===== src/rtl/muldiv_seq_ctrl_pkg.sv =====
// Shared encodings for the RV32M multiply/divide sequencer: funct7/funct3 codes
// and the controller state encoding.
package muldiv_seq_ctrl_pkg;

  localparam logic [6:0] FUNCT7_MULDIV = 7'b0000001;

  localparam logic [2:0] MD_MUL    = 3'b000;
  localparam logic [2:0] MD_MULH   = 3'b001;
  localparam logic [2:0] MD_MULHSU = 3'b010;
  localparam logic [2:0] MD_MULHU  = 3'b011;
  localparam logic [2:0] MD_DIV    = 3'b100;
  localparam logic [2:0] MD_DIVU   = 3'b101;
  localparam logic [2:0] MD_REM    = 3'b110;
  localparam logic [2:0] MD_REMU   = 3'b111;

  typedef enum logic [1:0] {
    MD_IDLE     = 2'd0,
    MD_MUL_WAIT = 2'd1,
    MD_DIV_RUN  = 2'd2,
    MD_DONE     = 2'd3
  } md_state_e;

  function automatic logic is_muldiv_funct7(input logic [6:0] funct7);
    return funct7 == FUNCT7_MULDIV;
  endfunction

endpackage


===== src/rtl/md_div_core.sv =====
// Iterative restoring divider datapath on unsigned magnitudes: one quotient bit
// per step, MSB first.
module md_div_core #(
  parameter int XLEN = 32
) (
  input  logic            clk,
  input  logic            rstn,
  input  logic            load,
  input  logic            step,
  input  logic [XLEN-1:0] dividend,
  input  logic [XLEN-1:0] divisor,
  output logic [XLEN-1:0] quotient,
  output logic [XLEN-1:0] remainder
);

  logic [XLEN-1:0] quo_reg;
  logic [XLEN:0]   rem_reg;
  logic [XLEN-1:0] dvs_reg;

  logic [XLEN+1:0] shifted;
  logic [XLEN+1:0] diff;
  logic            fits;
  logic [XLEN-1:0] quo_step;
  logic [XLEN:0]   rem_step;

  always_comb begin
    shifted  = {rem_reg, quo_reg[XLEN-1]};
    diff     = shifted - {2'b00, dvs_reg};
    fits     = ~diff[XLEN+1];
    rem_step = fits ? diff[XLEN:0] : shifted[XLEN:0];
    quo_step = {quo_reg[XLEN-2:0], fits};
  end

  // Outputs look ahead through the step in progress so the controller can
  // capture the final result on the same edge as the last step.
  assign quotient  = step ? quo_step : quo_reg;
  assign remainder = step ? rem_step[XLEN-1:0] : rem_reg[XLEN-1:0];

  always_ff @(posedge clk or negedge rstn) begin
    if (!rstn) begin
      quo_reg <= '0;
      rem_reg <= '0;
      dvs_reg <= '0;
    end else if (load) begin
      quo_reg <= dividend;
      rem_reg <= '0;
      dvs_reg <= divisor;
    end else if (step) begin
      quo_reg <= quo_step;
      rem_reg <= rem_step;
    end
  end

endmodule


===== src/rtl/muldiv_seq_ctrl.sv =====
// RV32M sequencing controller: accepts one M op from EX, stalls the pipeline,
// waits out the registered multiplier or steps the divider, returns one result.
module muldiv_seq_ctrl
  import muldiv_seq_ctrl_pkg::*;
#(
  parameter int XLEN    = 32,
  parameter int MUL_LAT = 2
) (
  input  logic            clk,
  input  logic            rstn,
  input  logic            md_req,
  input  logic [2:0]      md_funct3,
  input  logic [XLEN-1:0] md_rs1,
  input  logic [XLEN-1:0] md_rs2,
  input  logic            md_kill,
  output logic            md_stall,
  output logic            md_done,
  output logic [XLEN-1:0] md_result,
  output logic            md_busy
);

  localparam int CNT_MAX = (XLEN > MUL_LAT) ? XLEN : MUL_LAT;
  localparam int CNT_W   = $clog2(CNT_MAX + 1);

  md_state_e         state_reg, state_next;
  logic [CNT_W-1:0]  counter_reg, counter_next;
  logic [2:0]        f3_reg;
  logic              q_neg_reg, r_neg_reg;
  logic [2*XLEN-1:0] prod_reg;
  logic [XLEN-1:0]   result_reg, result_next;

  logic a_signed, b_signed, is_div, div_signed;
  logic div_by_zero, div_ovf, special;
  logic a_neg, b_neg;
  logic [XLEN-1:0]   abs_a, abs_b, special_result;
  logic [2*XLEN-1:0] a_wide, b_wide, prod_wide;
  logic accept, abort, div_load, div_step, load_result;
  logic [XLEN-1:0] div_quo, div_rem;

  always_comb begin
    a_signed   = 1'b0;
    b_signed   = 1'b0;
    is_div     = 1'b0;
    div_signed = 1'b0;
    case (md_funct3)
      MD_MUL, MD_MULH: begin a_signed = 1'b1; b_signed = 1'b1; end
      MD_MULHSU:       a_signed = 1'b1;
      MD_MULHU:        ;
      MD_DIV, MD_REM:  begin is_div = 1'b1; div_signed = 1'b1; end
      MD_DIVU, MD_REMU: is_div = 1'b1;
      default:         ;
    endcase
  end

  // Sign extension to the full product width keeps the low 2*XLEN bits exact.
  assign a_wide    = {{XLEN{a_signed & md_rs1[XLEN-1]}}, md_rs1};
  assign b_wide    = {{XLEN{b_signed & md_rs2[XLEN-1]}}, md_rs2};
  assign prod_wide = a_wide * b_wide;

  assign div_by_zero = (md_rs2 == '0);
  assign div_ovf     = div_signed & (md_rs1 == {1'b1, {(XLEN-1){1'b0}}}) & (&md_rs2);
  assign special     = div_by_zero | div_ovf;
  assign a_neg       = div_signed & md_rs1[XLEN-1];
  assign b_neg       = div_signed & md_rs2[XLEN-1];
  assign abs_a       = a_neg ? -md_rs1 : md_rs1;
  assign abs_b       = b_neg ? -md_rs2 : md_rs2;

  always_comb begin
    if (div_by_zero) special_result = md_funct3[1] ? md_rs1 : '1;
    else             special_result = md_funct3[1] ? '0 : md_rs1;
  end

  assign accept   = (state_reg == MD_IDLE) & md_req & ~md_kill;
  assign abort    = md_kill | ~md_req;
  assign div_load = accept & is_div & ~special;
  assign div_step = (state_reg == MD_DIV_RUN) & ~abort;

  always_comb begin
    state_next   = state_reg;
    counter_next = counter_reg;
    case (state_reg)
      MD_IDLE: begin
        if (accept) begin
          if (!is_div) begin
            state_next   = MD_MUL_WAIT;
            counter_next = CNT_W'(MUL_LAT);
          end else if (special) begin
            state_next   = MD_DONE;
          end else begin
            state_next   = MD_DIV_RUN;
            counter_next = CNT_W'(XLEN);
          end
        end
      end
      MD_MUL_WAIT, MD_DIV_RUN: begin
        if (abort) begin
          state_next   = MD_IDLE;
          counter_next = '0;
        end else begin
          counter_next = counter_reg - CNT_W'(1);
          if (counter_reg == CNT_W'(1)) state_next = MD_DONE;
        end
      end
      MD_DONE: state_next = MD_IDLE;
      default: state_next = MD_IDLE;
    endcase
  end

  always_comb begin
    result_next = result_reg;
    case (state_reg)
      MD_IDLE:     result_next = special_result;
      MD_MUL_WAIT: result_next = (f3_reg == MD_MUL) ? prod_reg[XLEN-1:0]
                                                    : prod_reg[2*XLEN-1:XLEN];
      MD_DIV_RUN:  result_next = f3_reg[1] ? (r_neg_reg ? -div_rem : div_rem)
                                           : (q_neg_reg ? -div_quo : div_quo);
      default:     ;
    endcase
  end

  // md_result must already be valid in the DONE cycle, so it is captured on entry.
  assign load_result = (state_next == MD_DONE) & (state_reg != MD_DONE);

  md_div_core #(.XLEN(XLEN)) u_div_core (
    .clk       (clk),
    .rstn      (rstn),
    .load      (div_load),
    .step      (div_step),
    .dividend  (abs_a),
    .divisor   (abs_b),
    .quotient  (div_quo),
    .remainder (div_rem)
  );

  always_ff @(posedge clk or negedge rstn) begin
    if (!rstn) begin
      state_reg   <= MD_IDLE;
      counter_reg <= '0;
      f3_reg      <= '0;
      q_neg_reg   <= 1'b0;
      r_neg_reg   <= 1'b0;
      prod_reg    <= '0;
      result_reg  <= '0;
    end else begin
      state_reg   <= state_next;
      counter_reg <= counter_next;
      if (accept) begin
        f3_reg    <= md_funct3;
        q_neg_reg <= a_neg ^ b_neg;
        r_neg_reg <= a_neg;
        prod_reg  <= prod_wide;
      end
      if (load_result) result_reg <= result_next;
    end
  end

  assign md_stall  = rstn & md_req & ~md_kill & (state_reg != MD_DONE);
  assign md_done   = (state_reg == MD_DONE) & md_req & ~md_kill;
  assign md_busy   = (state_reg != MD_IDLE);
  assign md_result = result_reg;

endmodule


===== config.mk =====
export PLATFORM = sky130hd
export DESIGN_NAME = muldiv_seq_ctrl
export DESIGN_NICKNAME = d
export VERILOG_FILES = /design/src/rtl/muldiv_seq_ctrl_pkg.sv /design/src/rtl/md_div_core.sv /design/src/rtl/muldiv_seq_ctrl.sv
export SDC_FILE = /design/constraint.sdc
export NUM_CORES = 2
export LEC_CHECK = 0
export BUFFER_PORTS_ARGS = -buffer_cell sky130_fd_sc_hd__clkbuf_2
export CAP_MARGIN = 20
export CORE_UTILIZATION = 55
export CTS_CLUSTER_DIAMETER = 120
export CTS_CLUSTER_SIZE = 12
export DETAILED_ROUTE_END_ITERATION = 10
export PLACE_DENSITY = 0.8
export SLEW_MARGIN = 10
export SYNTH_ARGS = -nofsm -noshare
export SYNTH_HDL_FRONTEND = slang
export SYNTH_SLANG_ARGS = --single-unit

===== constraint.sdc =====
create_clock -name clk -period 7.2 [get_ports clk]
set_input_delay 0.36 -clock clk [delete_from_list [all_inputs] [get_ports clk]]
set_output_delay 0.36 -clock clk [all_outputs]
set_load 0.1 [all_outputs]

==> impl_metrics.py <==
metrics = {
    "synthesis": {
        "syn_area_um2": 52800,
        "ys_ff_latch": 206,
        "synth.top_cell.area_share_pct": 42.7,
        "synthSimpleGateAreaFrac_pct": 16.1,
        "ys_top_cells_by_area": "fa_1 43%, dfrtp_1 9.8%, inv_1 8.5%, nand2_1 7.5%, ha_1 6.0%",
        "synthMuxAreaShare_pct": 1.43,
        "ys_seq_area_share_pct": 9.77,
        "synth_fa_ha_area_share_pct": 48.8,
        "synth_edf_count": 0,
        "synth_compound_gate_area_share_pct": 9.37,
        "synth_fp_nets": 7540,
        "yosysTopAreaCell": "fa_1",
        "ys_types": 93,
        "synth_cells": 6088,
        "synth_top_family_by_area": "adder cells",
        "synthFlopType": "dfrtp_1",
        "synth.avg_cell_area_um2": 8.67,
        "async_reset_ff_share_pct": 100,
        "yosysWarnings": 0,
        "synth_xor_area_share_pct": 3.34,
    },
    "global_route": {
        "grt_usage_pct": 34.5,
        "grt_max_degree": 123,
        "grt_pass1_wl_um": 260000,
        "overflow": 0,
        "antenna_found_initial": 11,
        "first_global_vias": 47100,
    },
    "placed_design": {
        "gp_congestion": 1.01,
        "portBuffers": 105,
        "dpl.hpwl_um": 135000,
        "dpl_cell_area_um2": 58600,
        "dp_cells": 7627,
    },
    "route": {
        "first_pass_iters": 9,
        "drt-total-wl_um": 165000,
        "drc": 0,
        "drt_iter0_markers": 4443,
        "antenna_left": 0,
        "vias": 44500,
        "viasPerCell": 5.78,
        "wl_per_cell_um": 21.4,
    },
    "cells_and_area": {
        "largest_reg_flops": 64,
        "final_common_cell": "inv_1",
        "area_growth_pct": 14.4,
        "nets": 7874,
        "layout_common_cells": "1177 x inv_1, 1105 x fa_1, 1052 x nand2_1",
        "final_cell_area_um2": 60400,
        "utilization_pct": 63.5,
        "fin_cells": 7698,
        "drive_gt1_share_pct": 14.4,
    },
    "floorplanning": {
        "rows": 113,
        "fp.dieArea_um2": 97200,
        "fp.dieW_um": 312,
        "start_util_pct": 55.6,
        "ios": 106,
        "coreArea_um2": 95000,
        "fp.dieH_um": 312,
    },
    "sta": {
        "tightest_slew_ns": 1.06,
        "rsz0062_at_grt": "true",
        "final.setup.tns_ns": -2.50,
        "setup_violations": 16,
        "final.setup.worst_slack_ns": -0.374,
        "skew_ns": 0.0418,
        "fin_crit_sh_pct": 105,
        "relSlewSlack_pct": 29.1,
        "fmax_mhz": 132,
        "period_minus_slack_ns": 7.57,
        "maxSlewViolCount": 0,
        "finalHoldViolCount": 0,
    },
    "clock_network": {
        "cts_tree": "yes",
        "ctsLongestPathBuffers": 3,
        "clk_latency_ns": 0.54,
        "root_buffer": "clkbuf_16",
        "cts-buffers-inserted": 21,
        "clkSinkCount": 206,
        "htreeDepth": 1,
        "clkTransAtPathRegs_ns": 0.06,
    },
    "worst_setup_path": {
        "cp.required_ns": 7.65,
        "worst_path_most_repeated_cell": "fa_1",
        "cp-start-kind": "input port",
        "crit_slowest_cell": "fa_1",
        "max_stage_delay_ns": 0.56,
        "crit_type": "in2reg",
        "critPathTopFamily": "adder cells",
        "path_buf_inv": 7,
        "crit_cells": 31,
        "reg2regPathDepth": 20,
        "crit_fanout": 8,
        "crit_arrival_ns": 8.03,
        "end_kind": "flop",
    },
    "run_status": {
        "violations": "negative setup slack",
        "status": "finished with violations",
    },
    "run": {
        "maxCapViolations": 0,
    },
    "min_path": {
        "min_path_cells": 4,
        "hp-class": "in2reg",
    },
}
tightest hold or removal path, cell delays in order:
cell	delay (ns)
clkbuf_8	0.13
buf_4	0.11
nand2_1	0.04
nand2_1	0.05
per-layer routing:
layer | vias to the layer above | part of all wire, % | global-route usage, %
li1 | 19200 | - | -
met1 | 22300 | 37 | 44.5
met2 | 2428 | 46 | 54.2
met3 | 613 | 9.7 | 5.90
met4 | 6 | 7.7 | 21.5
met5 | - | 0.019 | 0
layout make-up:
class / count / area (um^2)
Multi-Input combinational cell: 4307 / 42500
Fill cell: 7344 / 34600
Timing Repair Buffer: 687 / 6060
Sequential cell: 206 / 5150
Inverter: 1199 / 4520
Tap cell: 1265 / 1580
Clock buffer: 21 / 526
Antenna cell: 11 / 27.5
Clock inverter: 2 / 20.0
stage by stage:
stage	setup slack (ns)	hold slack [ns]
floorplan	-0.574	0.0644
global placement	-0.994	0.445
detailed placement	-1.14	0.453
CTS	-0.300	0.172
global route	-0.565	0.231
finish	-0.374	0.181
worst paths after layout:
check	startpoint	endpoint	slack (ns)
worst max register to register	u_div_core.dvs_reg[16]$_DFFE_PN0P_	md_result[26]$_DFFE_PN0P_	1.25
max in group asynchronous	rstn	u_div_core.dvs_reg[25]$_DFFE_PN0P_	5.39
worst max-delay path	md_rs1[31]	prod_reg[63]$_DFFE_PN0P_	-0.37
worst min register to register	prod_reg[1]$_DFFE_PN0P_	prod_reg[1]$_DFFE_PN0P_	0.48
min in group asynchronous	rstn	u_div_core.dvs_reg[14]$_DFFE_PN0P_	0.47
worst min-delay path	md_funct3[0]	f3_reg[0]$_DFFE_PN0P_	0.18
cell usage after synthesis, types with 8 or more instances:
cell type / n
a2111oi_0: 14
a211oi_1: 27
a21o_1: 61
a21oi_1: 211
a221oi_1: 9
a31oi_1: 35
and2_1: 322
and3_1: 12
buf_1: 85
buf_2: 12
clkbuf_1: 277
dfrtp_1: 206
fa_1: 1126
ha_1: 255
inv_1: 1197
mux2_2: 17
mux2i_1: 55
nand2_1: 1061
nand2b_1: 25
nand3_1: 36
nand4_1: 21
nor2_1: 234
nor2b_1: 16
nor3_1: 45
nor4_1: 22
o211ai_1: 17
o21a_1: 15
o21ai_0: 223
o21bai_1: 14
o221ai_1: 8
o22ai_1: 10
o31ai_1: 39
o41ai_1: 11
or2_2: 15
or3_1: 18
or4_1: 9
xnor2_1: 133
xor2_1: 68
cell families after synthesis:
family / after synthesis
flops: 206
simple gates: 1867
xor+xnor: 201
mux: 73
fa+ha+maj: 1381
buf+inv: 1575
compound gates: 785
what timing repair did:
action | in CTS | in global routing
pin swaps | 102 | 80
setup endpoints to repair | 21 | 24
hold endpoints to repair | 93 | 0
gates cloned | 1 | 0
gates resized for setup | 134 | 98
buffers inserted | 23 | 16
hold buffers | 1 | 0
Power is left out: the tool's default activity adds up to more than one toggle a clock period on the data nets, which glitch-free logic cannot reach.
